<file path="config.mk">
export PLATFORM = sky130hd
export DESIGN_NAME = kbd_move_ctrl
export DESIGN_NICKNAME = d
export VERILOG_FILES = /design/src/rtl/kbd_move_ctrl.sv
export SDC_FILE = /design/constraint.sdc
export NUM_CORES = 1
export LEC_CHECK = 0
export CORE_ASPECT_RATIO = 0.7
export CORE_UTILIZATION = 54
export DETAILED_ROUTE_END_ITERATION = 16
export PLACE_DENSITY = 0.82
export SYNTH_ARGS = -nofsm -noshare
export SYNTH_HDL_FRONTEND = slang
export SYNTH_SLANG_ARGS = --single-unit
</file>
<file path="constraint.sdc">
create_clock -name in_clock -period 3.8 [get_ports in_clock]
set_clock_uncertainty 0.05 [all_clocks]
set_input_delay 0.76 -clock in_clock [delete_from_list [all_inputs] [get_ports in_clock]]
set_output_delay 0.76 -clock in_clock [all_outputs]
set_load 0.005 [all_outputs]
</file>
<file path="src/rtl/kbd_move_ctrl.sv">
// rtl/kbd_move_ctrl.sv - PS/2 arrow/WASD key tracker with per-frame direction strobe
//
// Purpose:
//   Parses PS/2 set-2 scan codes (make, F0 break, E0 extended prefix) into
//   four held-key flags, merges them with board buttons, and once per VGA
//   frame (vsync falling edge) emits a one-clock strobe with the resolved
//   direction. Opposing requests on the same axis cancel each other.
//
// Ports:
//   in_clock       board clock, all state updates on its rising edge
//   in_reset       synchronous active-high reset
//   in_code        scan-code byte, qualified by in_code_valid
//   in_code_valid  one-clock pulse marking a new in_code
//   in_vsync       VGA vsync level (active-low), synchronous to in_clock
//   in_btn_*       debounced board buttons, active-high levels
//   out_held       held-key flags {up,down,left,right}
//   out_move_stb   one-clock pulse per frame
//   out_dir        resolved direction {up,down,left,right}, updated with out_move_stb

module kbd_move_ctrl #(
    parameter int TIMEOUT_CYCLES = 50000
) (
    input  logic       in_clock,
    input  logic       in_reset,
    input  logic [7:0] in_code,
    input  logic       in_code_valid,
    input  logic       in_vsync,
    input  logic       in_btn_up,
    input  logic       in_btn_down,
    input  logic       in_btn_left,
    input  logic       in_btn_right,
    output logic [3:0] out_held,
    output logic       out_move_stb,
    output logic [3:0] out_dir
);

    localparam logic [1:0] S_IDLE    = 2'd0;
    localparam logic [1:0] S_BRK     = 2'd1;
    localparam logic [1:0] S_EXT     = 2'd2;
    localparam logic [1:0] S_EXT_BRK = 2'd3;

    localparam logic [15:0] TIMEOUT_LAST = 16'(TIMEOUT_CYCLES - 1);

    logic [1:0]  state;
    logic [1:0]  state_next;
    logic [15:0] idle_cnt;
    logic        vsync_prev;
    logic        vsync_fall;
    logic [3:0]  plain_bit;
    logic [3:0]  ext_bit;
    logic [3:0]  key_bit;
    logic        is_break;
    logic [3:0]  dir_req;
    logic [3:0]  dir_resolved;

    // Key decode: one-hot position in {up,down,left,right}, zero when unmapped.
    always_comb begin
        plain_bit = 4'b0000;
        case (in_code)
            8'h1D:   plain_bit = 4'b1000;
            8'h1B:   plain_bit = 4'b0100;
            8'h1C:   plain_bit = 4'b0010;
            8'h23:   plain_bit = 4'b0001;
            default: plain_bit = 4'b0000;
        endcase
    end

    always_comb begin
        ext_bit = 4'b0000;
        case (in_code)
            8'h75:   ext_bit = 4'b1000;
            8'h72:   ext_bit = 4'b0100;
            8'h6B:   ext_bit = 4'b0010;
            8'h74:   ext_bit = 4'b0001;
            default: ext_bit = 4'b0000;
        endcase
    end

    // After an E0 prefix only the extended map applies, so E0 1D decodes to nothing.
    always_comb begin
        key_bit  = (state == S_EXT || state == S_EXT_BRK) ? ext_bit : plain_bit;
        is_break = (state == S_BRK || state == S_EXT_BRK);
    end

    always_comb begin
        state_next = S_IDLE;
        case (state)
            S_IDLE: begin
                if (in_code == 8'hF0)      state_next = S_BRK;
                else if (in_code == 8'hE0) state_next = S_EXT;
                else                       state_next = S_IDLE;
            end
            S_EXT:   state_next = (in_code == 8'hF0) ? S_EXT_BRK : S_IDLE;
            default: state_next = S_IDLE;
        endcase
    end

    // Axis cancellation: pressing both opposing directions means "don't move".
    always_comb begin
        dir_req      = out_held | {in_btn_up, in_btn_down, in_btn_left, in_btn_right};
        dir_resolved = dir_req;
        if (dir_req[3] && dir_req[2]) dir_resolved[3:2] = 2'b00;
        if (dir_req[1] && dir_req[0]) dir_resolved[1:0] = 2'b00;
    end

    // vsync_prev resets to 0 so a low vsync right after reset is not an edge.
    assign vsync_fall = vsync_prev && !in_vsync;

    always_ff @(posedge in_clock) begin
        if (in_reset) begin
            state        <= S_IDLE;
            idle_cnt     <= 16'd0;
            out_held     <= 4'b0000;
            out_dir      <= 4'b0000;
            out_move_stb <= 1'b0;
            vsync_prev   <= 1'b0;
        end else begin
            vsync_prev   <= in_vsync;
            out_move_stb <= vsync_fall;
            // Uses the held flags from before any byte arriving this same cycle.
            if (vsync_fall) out_dir <= dir_resolved;

            if (in_code_valid) begin
                state    <= state_next;
                idle_cnt <= 16'd0;
                if (is_break) out_held <= out_held & ~key_bit;
                else          out_held <= out_held | key_bit;
            end else if (state == S_IDLE) begin
                idle_cnt <= 16'd0;
            end else if (idle_cnt == TIMEOUT_LAST) begin
                // Abandon a stale prefix so the next byte is parsed fresh.
                state    <= S_IDLE;
                idle_cnt <= 16'd0;
            end else begin
                idle_cnt <= idle_cnt + 16'd1;
            end
        end
    end

endmodule

</file>
After elaboration in Yosys (flattened, before gate mapping). Cells that the tools add are included.

Register bits: 28. Bits in latches: 0. Memory bits (writable): 0. ROM bits: 0. Input bits: 16. Output and inout port bits: 9. Logic and storage cells: 49. Memories kept: 0.

Add/sub/neg operators: 1. Multiply operators: 0. Div/mod/pow operators: 0. Order comparisons: 0. Eq/ne operators: 15. Shifts and indexed selects: 0. Muxes and demuxes: 13. Bitwise logic cells: 4. Reductions and logical operators: 10.

Operators by type and width (count): equality test 8 x 7 -> 1 bit, second input constant (4); case mux 4 bit (4 select lines) (2); equality test 8 x 5 -> 1 bit, second input constant (3); adder 16 x 1 -> 16 bit, second input constant (1); equality test 16 bit, second input constant (1); equality test 8 bit, second input constant (2); two-way mux 2 bit (8); equality test 8 x 6 -> 1 bit, second input constant (1); two-way mux 4 bit (2); bitwise OR 4 bit (2); bitwise AND 4 bit (1); equality test 2 bit, second input constant (2); inverter 4 bit (1); case mux 2 bit (2 select lines) (1); OR reduction 4 bit (1); logical AND 1 bit (3); equality test 2 x 1 -> 1 bit, second input constant (1); logical NOT 2 bit (1); logical OR 1 bit (2); != test 2 bit, second input constant (1); AND reduction 2 bit (1); nonzero test 2 bit (1); logical NOT 1 bit (1).

Logic depth before layout (Yosys ltp). Gate-level depths: netlist of run 1.

Depth after elaboration: 6. Gate-level depth with buffers: 6. Gate-level depth less buffers: 5.

Worst setup path after synthesis of run 1. No wires, ideal clock.

Path kind: input-to-reg. From: in in_code[5]. To: reg (tool-made name). Library setup time: 0.091 ns. Arrival time: 1.996 ns. Data required time: 3.659 ns. Setup slack: 1.663 ns. Cell stages on the path: 3. Buffers on the path: 0. Cells stage by stage: or4b_4 -> or4b_4 -> a311oi_1.

RTL lines: start, declared (line 25) `input logic [7:0] in_code,`.

Final worst setup path of run 1.
From: in in_reset. To: reg idle_cnt[14].

Longest elaborated chain between the ends: 1.

RTL lines: start, declared (line 24) `input logic in_reset,`; OR reduction 4 bit (no source line); end signal, assigned (line 135) `idle_cnt <= idle_cnt + 16'd1;`; end, declared (line 46) `logic [15:0] idle_cnt;`.

No other way between the ends. A chain may end at the register's enable or synchronous reset.

==> impl_metrics.json, run 1 <==
{
  "run_status": "complete, no violations",
  "yosysSeqAreaShare_pct": 42.3,
  "htreeDepth": 1,
  "yosys_most_used_dff": "sky130_fd_sc_hd__dfxtp_1",
  "gr_overflow_total": 0,
  "worstReg2RegEnd": "idle_cnt[9]$_SDFF_PP0_",
  "synth-compound-area-share_pct": 9.07,
  "cts_tree": "yes",
  "critPathArrivalTime_ps": 2750,
  "worstPathRequired_ps": 4000,
  "most-common-layout-cells": "sky130_fd_sc_hd__dfxtp_1 (28), sky130_fd_sc_hd__nor2_1 (27), sky130_fd_sc_hd__clkdlybuf4s50_1 (24), sky130_fd_sc_hd__xnor2_1 (9), sky130_fd_sc_hd__nand2_1 (8)",
  "drtAntennaViolNets": 0,
  "slew_at_the_pin_with_the_worst_max_slew_slack_ps": 1130,
  "layoutNonFillerInstCount": 207,
  "design.core.area_um2": 2220,
  "cpMaxStageDelayCell": "sky130_fd_sc_hd__clkdlybuf4s50_1",
  "via_count": 1175,
  "crit_fanout": 16,
  "maximum_number_of_buffers_from_clock_root_to_sink": 2,
  "synth_warnings": 0,
  "total_clock_buffers_created_by_cts": 3,
  "whs_endpoint": "idle_cnt[0]$_SDFF_PP0_",
  "min-delay-path-class": "reg -> reg",
  "post_cts_hold_buffer_count": 0,
  "synthDominantCellAreaShare_pct": 42.3,
  "worst_hold_path.num_cells": 1,
  "globalplace.congestion": 0.890,
  "cts_root_buf": "sky130_fd_sc_hd__clkbuf_4",
  "detail_route.iter0.violations": 80,
  "post_route_cells_drive_above_1_share_pct": 6.86,
  "postSynthRegisterBits": 28,
  "worst_path_largest_cell_delay_ps": 640,
  "post-route-period-util_pct": 67.1,
  "share_of_async_settable_or_async_resettable_flops_after_synthesis_pct": 0,
  "synth_cells": 151,
  "max_cap_viol_count": 0,
  "synth_top_family_by_area": "simple AND/OR/NAND/NOR gates",
  "synth-xor-area-share_pct": 8.60,
  "reg2reg_setup_slack_ps": 1750,
  "grt_start_max_net_pins": 17,
  "port_buffers": 24,
  "totalNegativeSetupSlack_ps": 0,
  "reg2reg_depth": 5,
  "synth-adder-area-share_pct": 0.945,
  "power_per_cell_area_nw_per_um2": 322,
  "timing_max_transition_violations_final": 0,
  "wl_per_cell_um": 13.6,
  "synth_area_leaders": "sky130_fd_sc_hd__dfxtp_1 (42%), sky130_fd_sc_hd__nor2_1 (7.7%), sky130_fd_sc_hd__xnor2_1 (6.0%), sky130_fd_sc_hd__nand4_1 (3.3%), sky130_fd_sc_hd__nor4_1 (3.3%)",
  "first_pass_iters": 4,
  "slew-limit-headroom_pct": 23.9,
  "finalSetupViolCount": 0,
  "fmax_mhz": 392,
  "antenna-diode-count": 0,
  "vias_in_the_first_global_route": 1043,
  "nets": 193,
  "ir_drop_mv": 0.256,
  "detail_route.wirelength_um": 2820,
  "hold_violations": 0,
  "crit_path_setup_slack_layout_ps": 1250,
  "synth.cell_area_um2": 1320,
  "post_cts.repair.setup_buffers": 0,
  "yosys-mux-area-fraction_pct": 1.61,
  "period_needed_ps": 2550,
  "grt_first_pass_wirelength_um": 4570,
  "viasPerCell": 5.68,
  "worstReg2RegStart": "idle_cnt[0]$_SDFF_PP0_",
  "syn_to_final_growth_pct": 23.4,
  "groute.usage.overall_pct": 23.9,
  "dieArea_um2": 2660,
  "place.detailed.instances": 203,
  "clk_pin_slew_worst_paths_ps": 150,
  "final.fill_count": 186,
  "die_width_um": 61.2,
  "antenna_violations_before_repair": 0,
  "floorplan.die.height_um": 43.4,
  "clock_sink_count": 28,
  "ios": 25,
  "path_cells": "clkdlybuf4s50_1 > or2_2 > a41oi_1 > o21ai_1 > a21oi_1",
  "setup_repair_after_global_routing_missed_its_margin": "false",
  "synth_simple_gate_area_share_pct": 34.3,
  "insertion_delay_ps": 330,
  "post-place-ws_ps": 942,
  "fp-row-count": 14,
  "most_frequent_standard_cell_in_the_layout_excluding_fill_and_tap_cells": "sky130_fd_sc_hd__dfxtp_1",
  "synthDominantAreaCellType": "sky130_fd_sc_hd__dfxtp_1",
  "synth-edff-count": 0,
  "worstSetupPathType": "in -> reg",
  "min_from": "idle_cnt[0]$_SDFF_PP0_",
  "cts.repair.resized": 0,
  "synth_cell_type_count": 40,
  "syn_nets": 168,
  "floorplan.initialDensity_pct": 59.5,
  "post-route-drc-count": 0,
  "worst_setup_path_end_kind": "register",
  "synth.avg_cell_area_um2": 8.77,
  "power.leakage_nw": 0.516,
  "timing.critical_path.from_type": "input pin",
  "dp.final_hpwl_um": 2120
}
==> metrics by stage <==
stage	area (µm²)	hold slack, ps	utilization (%)	total power [mW]
finish	1630	424	73.5	0.527
floorplan	1320	376	-	0.316
detailed placement	1580	396	71.1	0.341
CTS	1630	428	73.5	0.530
global route	1630	456	73.5	0.544
global placement	1580	389	71.1	0.339
==> how the worst max path moves through the flow <==
stage                           from                      end  slack (ps)  cells after the start
after CTS                   in_reset   idle_cnt[9]$_SDFF_PP0_        1280                      5
after detailed placement    in_reset   idle_cnt[3]$_SDFF_PP0_         940                      5
after floorplan           in_code[5]                 register        1660                      3
final                       in_reset  idle_cnt[14]$_SDFF_PP0_        1250                      5
after global placement      in_reset  idle_cnt[14]$_SDFF_PP0_        1070                      5
after global routing        in_reset  idle_cnt[14]$_SDFF_PP0_        1130                      5
==> cell usage after synthesis, types with 4 or more instances <==
| master | count |
|---|---|
| sky130_fd_sc_hd__a21oi_1 | 6 |
| sky130_fd_sc_hd__dfxtp_1 | 28 |
| sky130_fd_sc_hd__inv_1 | 5 |
| sky130_fd_sc_hd__nand2_1 | 8 |
| sky130_fd_sc_hd__nand3_1 | 4 |
| sky130_fd_sc_hd__nand4_1 | 7 |
| sky130_fd_sc_hd__nor2_1 | 27 |
| sky130_fd_sc_hd__nor3_1 | 4 |
| sky130_fd_sc_hd__nor4_1 | 7 |
| sky130_fd_sc_hd__nor4bb_1 | 4 |
| sky130_fd_sc_hd__xnor2_1 | 9 |
| sky130_fd_sc_hd__xor2_1 | 4 |
==> cells by family after synthesis <==
| family | count (synthesis) |
|---|---|
| adders and majority gates | 1 |
| muxes | 2 |
| AOI/OAI and AO/OA | 18 |
| xor gates and xnor gates | 13 |
| DFF | 28 |
| and+or+nand+nor | 80 |
| buffers and inverters | 9 |
==> metal layers <==
layer	share of wire (%)	track usage, %	vias up
li1	-	-	600
met1	49	31.0	541
met2	46	37.8	30
met3	4.8	7.16	4
met4	0.96	8.18	0
met5	0	0	-
==> final cells by class <==
class / count / area, µm² / share of cell area [%]
tap: 32 / 40.0 / 2.45
sequential: 28 / 561 / 34.3
clock inverter: 1 / 30.0 / 1.84
inverter: 5 / 18.8 / 1.15
multi-input combinational: 114 / 722 / 44.2
timing repair buffer: 24 / 240 / 14.7
clock buffer: 3 / 22.5 / 1.38
==> power by group <==
group | total [mW] | internal [mW] | switching (mW)
clock | 0.192 | 0.107 | 0.0854
combinational | 0.0384 | 0.0226 | 0.0158
sequential | 0.296 | 0.295 | 0.000830
total | 0.527 | 0.425 | 0.102
==> worst max-delay path: cells and delay by family <==
family / cells / cell delay, ps
AOI/OAI and AO/OA: 3 / 970
buffers and inverters: 1 / 640
and+or+nand+nor: 1 / 390
Power figures use the tool's default switching activity.
==> inputs of run 2 (changes only) <==
--- a/config.mk
+++ b/config.mk
@@ -6,9 +6,9 @@
 export NUM_CORES = 1
 export LEC_CHECK = 0
 export CORE_ASPECT_RATIO = 0.7
-export CORE_UTILIZATION = 54
+export CORE_UTILIZATION = 50
 export DETAILED_ROUTE_END_ITERATION = 16
-export PLACE_DENSITY = 0.82
+export PLACE_DENSITY = 0.77
 export SYNTH_ARGS = -nofsm -noshare
 export SYNTH_HDL_FRONTEND = slang
 export SYNTH_SLANG_ARGS = --single-unit
==> constraint.sdc (replaced) <==
create_clock -name in_clock -period 2.6 [get_ports in_clock]
set_clock_uncertainty 0.05 [all_clocks]
set_input_delay 0.52 -clock in_clock [delete_from_list [all_inputs] [get_ports in_clock]]
set_output_delay 0.52 -clock in_clock [all_outputs]
set_load 0.005 [all_outputs]
==> run 2 against run 1 <==
Utilization is 5.7 points lower; combinational power rose by 51%; critical path type unchanged; sequential share of layout area decreased by 0.90 points; sequential cell count unchanged; total power up 57%; routed wire length fell by 3.9%; worst hold slack lost 4.3 ps; setup slack worse by 830 ps; non-clock buffer count increased by 3; die area rose by 7.7%; clock power rose by 76%; highest routed layer unchanged; global-route usage down 3.8 points.
==> impl_metrics.json, run 2 (same netlist as run 1, synthesis figures left out) <==
{
  "design.core.area_um2": 2480,
  "clk_pin_slew_worst_paths_ps": 90,
  "totalNegativeSetupSlack_ps": 0,
  "clock_power_share_pct": 40.8,
  "most-common-layout-cells": "sky130_fd_sc_hd__dfxtp_1 (28), sky130_fd_sc_hd__nor2_1 (27), sky130_fd_sc_hd__clkdlybuf4s50_1 (24), sky130_fd_sc_hd__xnor2_1 (9), sky130_fd_sc_hd__nand2_1 (8)",
  "syn_to_final_growth_pct": 26.7,
  "post-route-drc-count": 0,
  "wl_per_cell_um": 12.8,
  "timing.critical_path.mode_cell": "sky130_fd_sc_hd__or4b_4",
  "finalHoldWorstSlack_ps": 420,
  "insertion_delay_ps": 270,
  "worst_setup_path_end_kind": "register",
  "critPathArrivalTime_ps": 2320,
  "fp-row-count": 15,
  "floorplan.die.height_um": 45.1,
  "max_cap_viol_count": 0,
  "floorplan.initialDensity_pct": 53.4,
  "power_frac_comb_pct": 7.0,
  "min-delay-path-class": "reg -> reg",
  "drtAntennaViolNets": 0,
  "post-place-ws_ps": 132,
  "dieArea_um2": 2860,
  "pwr-share-seq_pct": 52.2,
  "internal-power_mw": 0.672,
  "ir_drop_mv": 0.330,
  "hold_violations": 0,
  "grt_start_max_net_pins": 17,
  "path_cells": "clkdlybuf4s50_1 > or4b_4 > or4b_4 > a311oi_1",
  "via_count": 1162,
  "port_buffers": 24,
  "post_cts.repair.setup_buffers": 0,
  "nets": 196,
  "post_route_cells_drive_above_1_share_pct": 8.43,
  "viasPerCell": 5.48,
  "power_switching_share_pct": 18.9,
  "crit_path_setup_slack_layout_ps": 423,
  "vias_in_the_first_global_route": 981,
  "worst_path_largest_cell_delay_ps": 560,
  "cpMaxStageDelayCell": "sky130_fd_sc_hd__or4b_4",
  "groute.usage.overall_pct": 20.1,
  "fmax_mhz": 459,
  "worstSetupPathType": "in -> reg",
  "detail_route.iter0.violations": 40,
  "globalplace.congestion": 0.816,
  "first_pass_iters": 5,
  "cts.repair.resized": 0,
  "finalCoreUtilization_pct": 67.7,
  "total_clock_buffers_created_by_cts": 3,
  "finalSetupViolCount": 0,
  "grt_first_pass_wirelength_um": 4370,
  "timing.critical_path.from_type": "input pin",
  "cts_root_buf": "sky130_fd_sc_hd__clkbuf_8",
  "gr_overflow_total": 0,
  "antenna_violations_before_repair": 0,
  "dp.final_hpwl_um": 2100,
  "clock_sink_count": 28,
  "netSwitchingPower_mw": 0.157,
  "detail_route.wirelength_um": 2710,
  "crit_fanout": 6,
  "post_cts_hold_buffer_count": 0,
  "timing_max_transition_violations_final": 0,
  "die_width_um": 63.5,
  "power.leakage_nw": 0.538,
  "slew_at_the_pin_with_the_worst_max_slew_slack_ps": 494,
  "slew-limit-headroom_pct": 66.8,
  "maximum_number_of_buffers_from_clock_root_to_sink": 2,
  "ios": 25,
  "run_status": "complete, no violations",
  "post-route-period-util_pct": 83.7,
  "worstPathRequired_ps": 2740,
  "antenna-diode-count": 0,
  "period_needed_ps": 2180,
  "setup_repair_after_global_routing_missed_its_margin": "false",
  "power_per_cell_area_nw_per_um2": 494,
  "most_frequent_standard_cell_in_the_layout_excluding_fill_and_tap_cells": "sky130_fd_sc_hd__dfxtp_1",
  "cts_tree": "yes",
  "htreeDepth": 1
}
[run 2: cell types whose count changed in the layout (fill, tap and decap cells not counted), sizes merged]
cell | before | now
buf | 0 | 3
[run 2: routing by layer]
layer	share of wire (%)	track usage [%]
met1	50	27.3
met2	44	32.1
met3	5.3	6.31
met4	0.48	3.64
met5	0	0
[run 2: metrics by stage]
| stage | instances | area [µm²] | power (mW) |
|---|---|---|---|
| 2_1_floorplan | 151 | 1320 | 0.462 |
| 3_3_place_gp | 208 | 1610 | 0.498 |
| 3_5_place_dp | 208 | 1610 | 0.500 |
| 4_1_cts | 212 | 1680 | 0.840 |
| 5_1_grt | 212 | 1680 | 0.865 |
| 6_report | 212 | 1680 | 0.829 |
[run 2: worst paths after layout]
kind / startpoint / end / slack, ps / depth (start not counted)
max reg2reg: idle_cnt[0]$_SDFF_PP0_ / idle_cnt[11]$_SDFF_PP0_ / 740 / 6
min: idle_cnt[0]$_SDFF_PP0_ / idle_cnt[0]$_SDFF_PP0_ / 420 / 1
min reg2reg: idle_cnt[0]$_SDFF_PP0_ / idle_cnt[0]$_SDFF_PP0_ / 420 / 1
max: in_code[5] / register / 420 / 4
[run 2: layout make-up]
| type | count | area (µm²) |
|---|---|---|
| Fill cell | 217 | 800 |
| Multi-Input combinational cell | 114 | 722 |
| Sequential cell | 28 | 561 |
| Timing Repair Buffer | 27 | 263 |
| Tap cell | 34 | 42.5 |
| Clock buffer | 3 | 41.3 |
| Clock inverter | 1 | 30.0 |
| Inverter | 5 | 18.8 |
[run 2: worst max-delay path: cells and delay by family]
family / cells / cell delay (ps)
compound gates: 1 / 250
buf+inv: 1 / 490
simple gates: 2 / 1050
[run 2: power groups by stage]
stage | Sequential [mW] | Clock, mW | Combinational, mW
CTS | 0.433 | 0.349 | 0.0578
finish | 0.432 | 0.338 | 0.0579
detailed placement | 0.442 | 0 | 0.0574
global route | 0.433 | 0.369 | 0.0632
floorplan | 0.442 | 0 | 0.0192
global placement | 0.442 | 0 | 0.0555
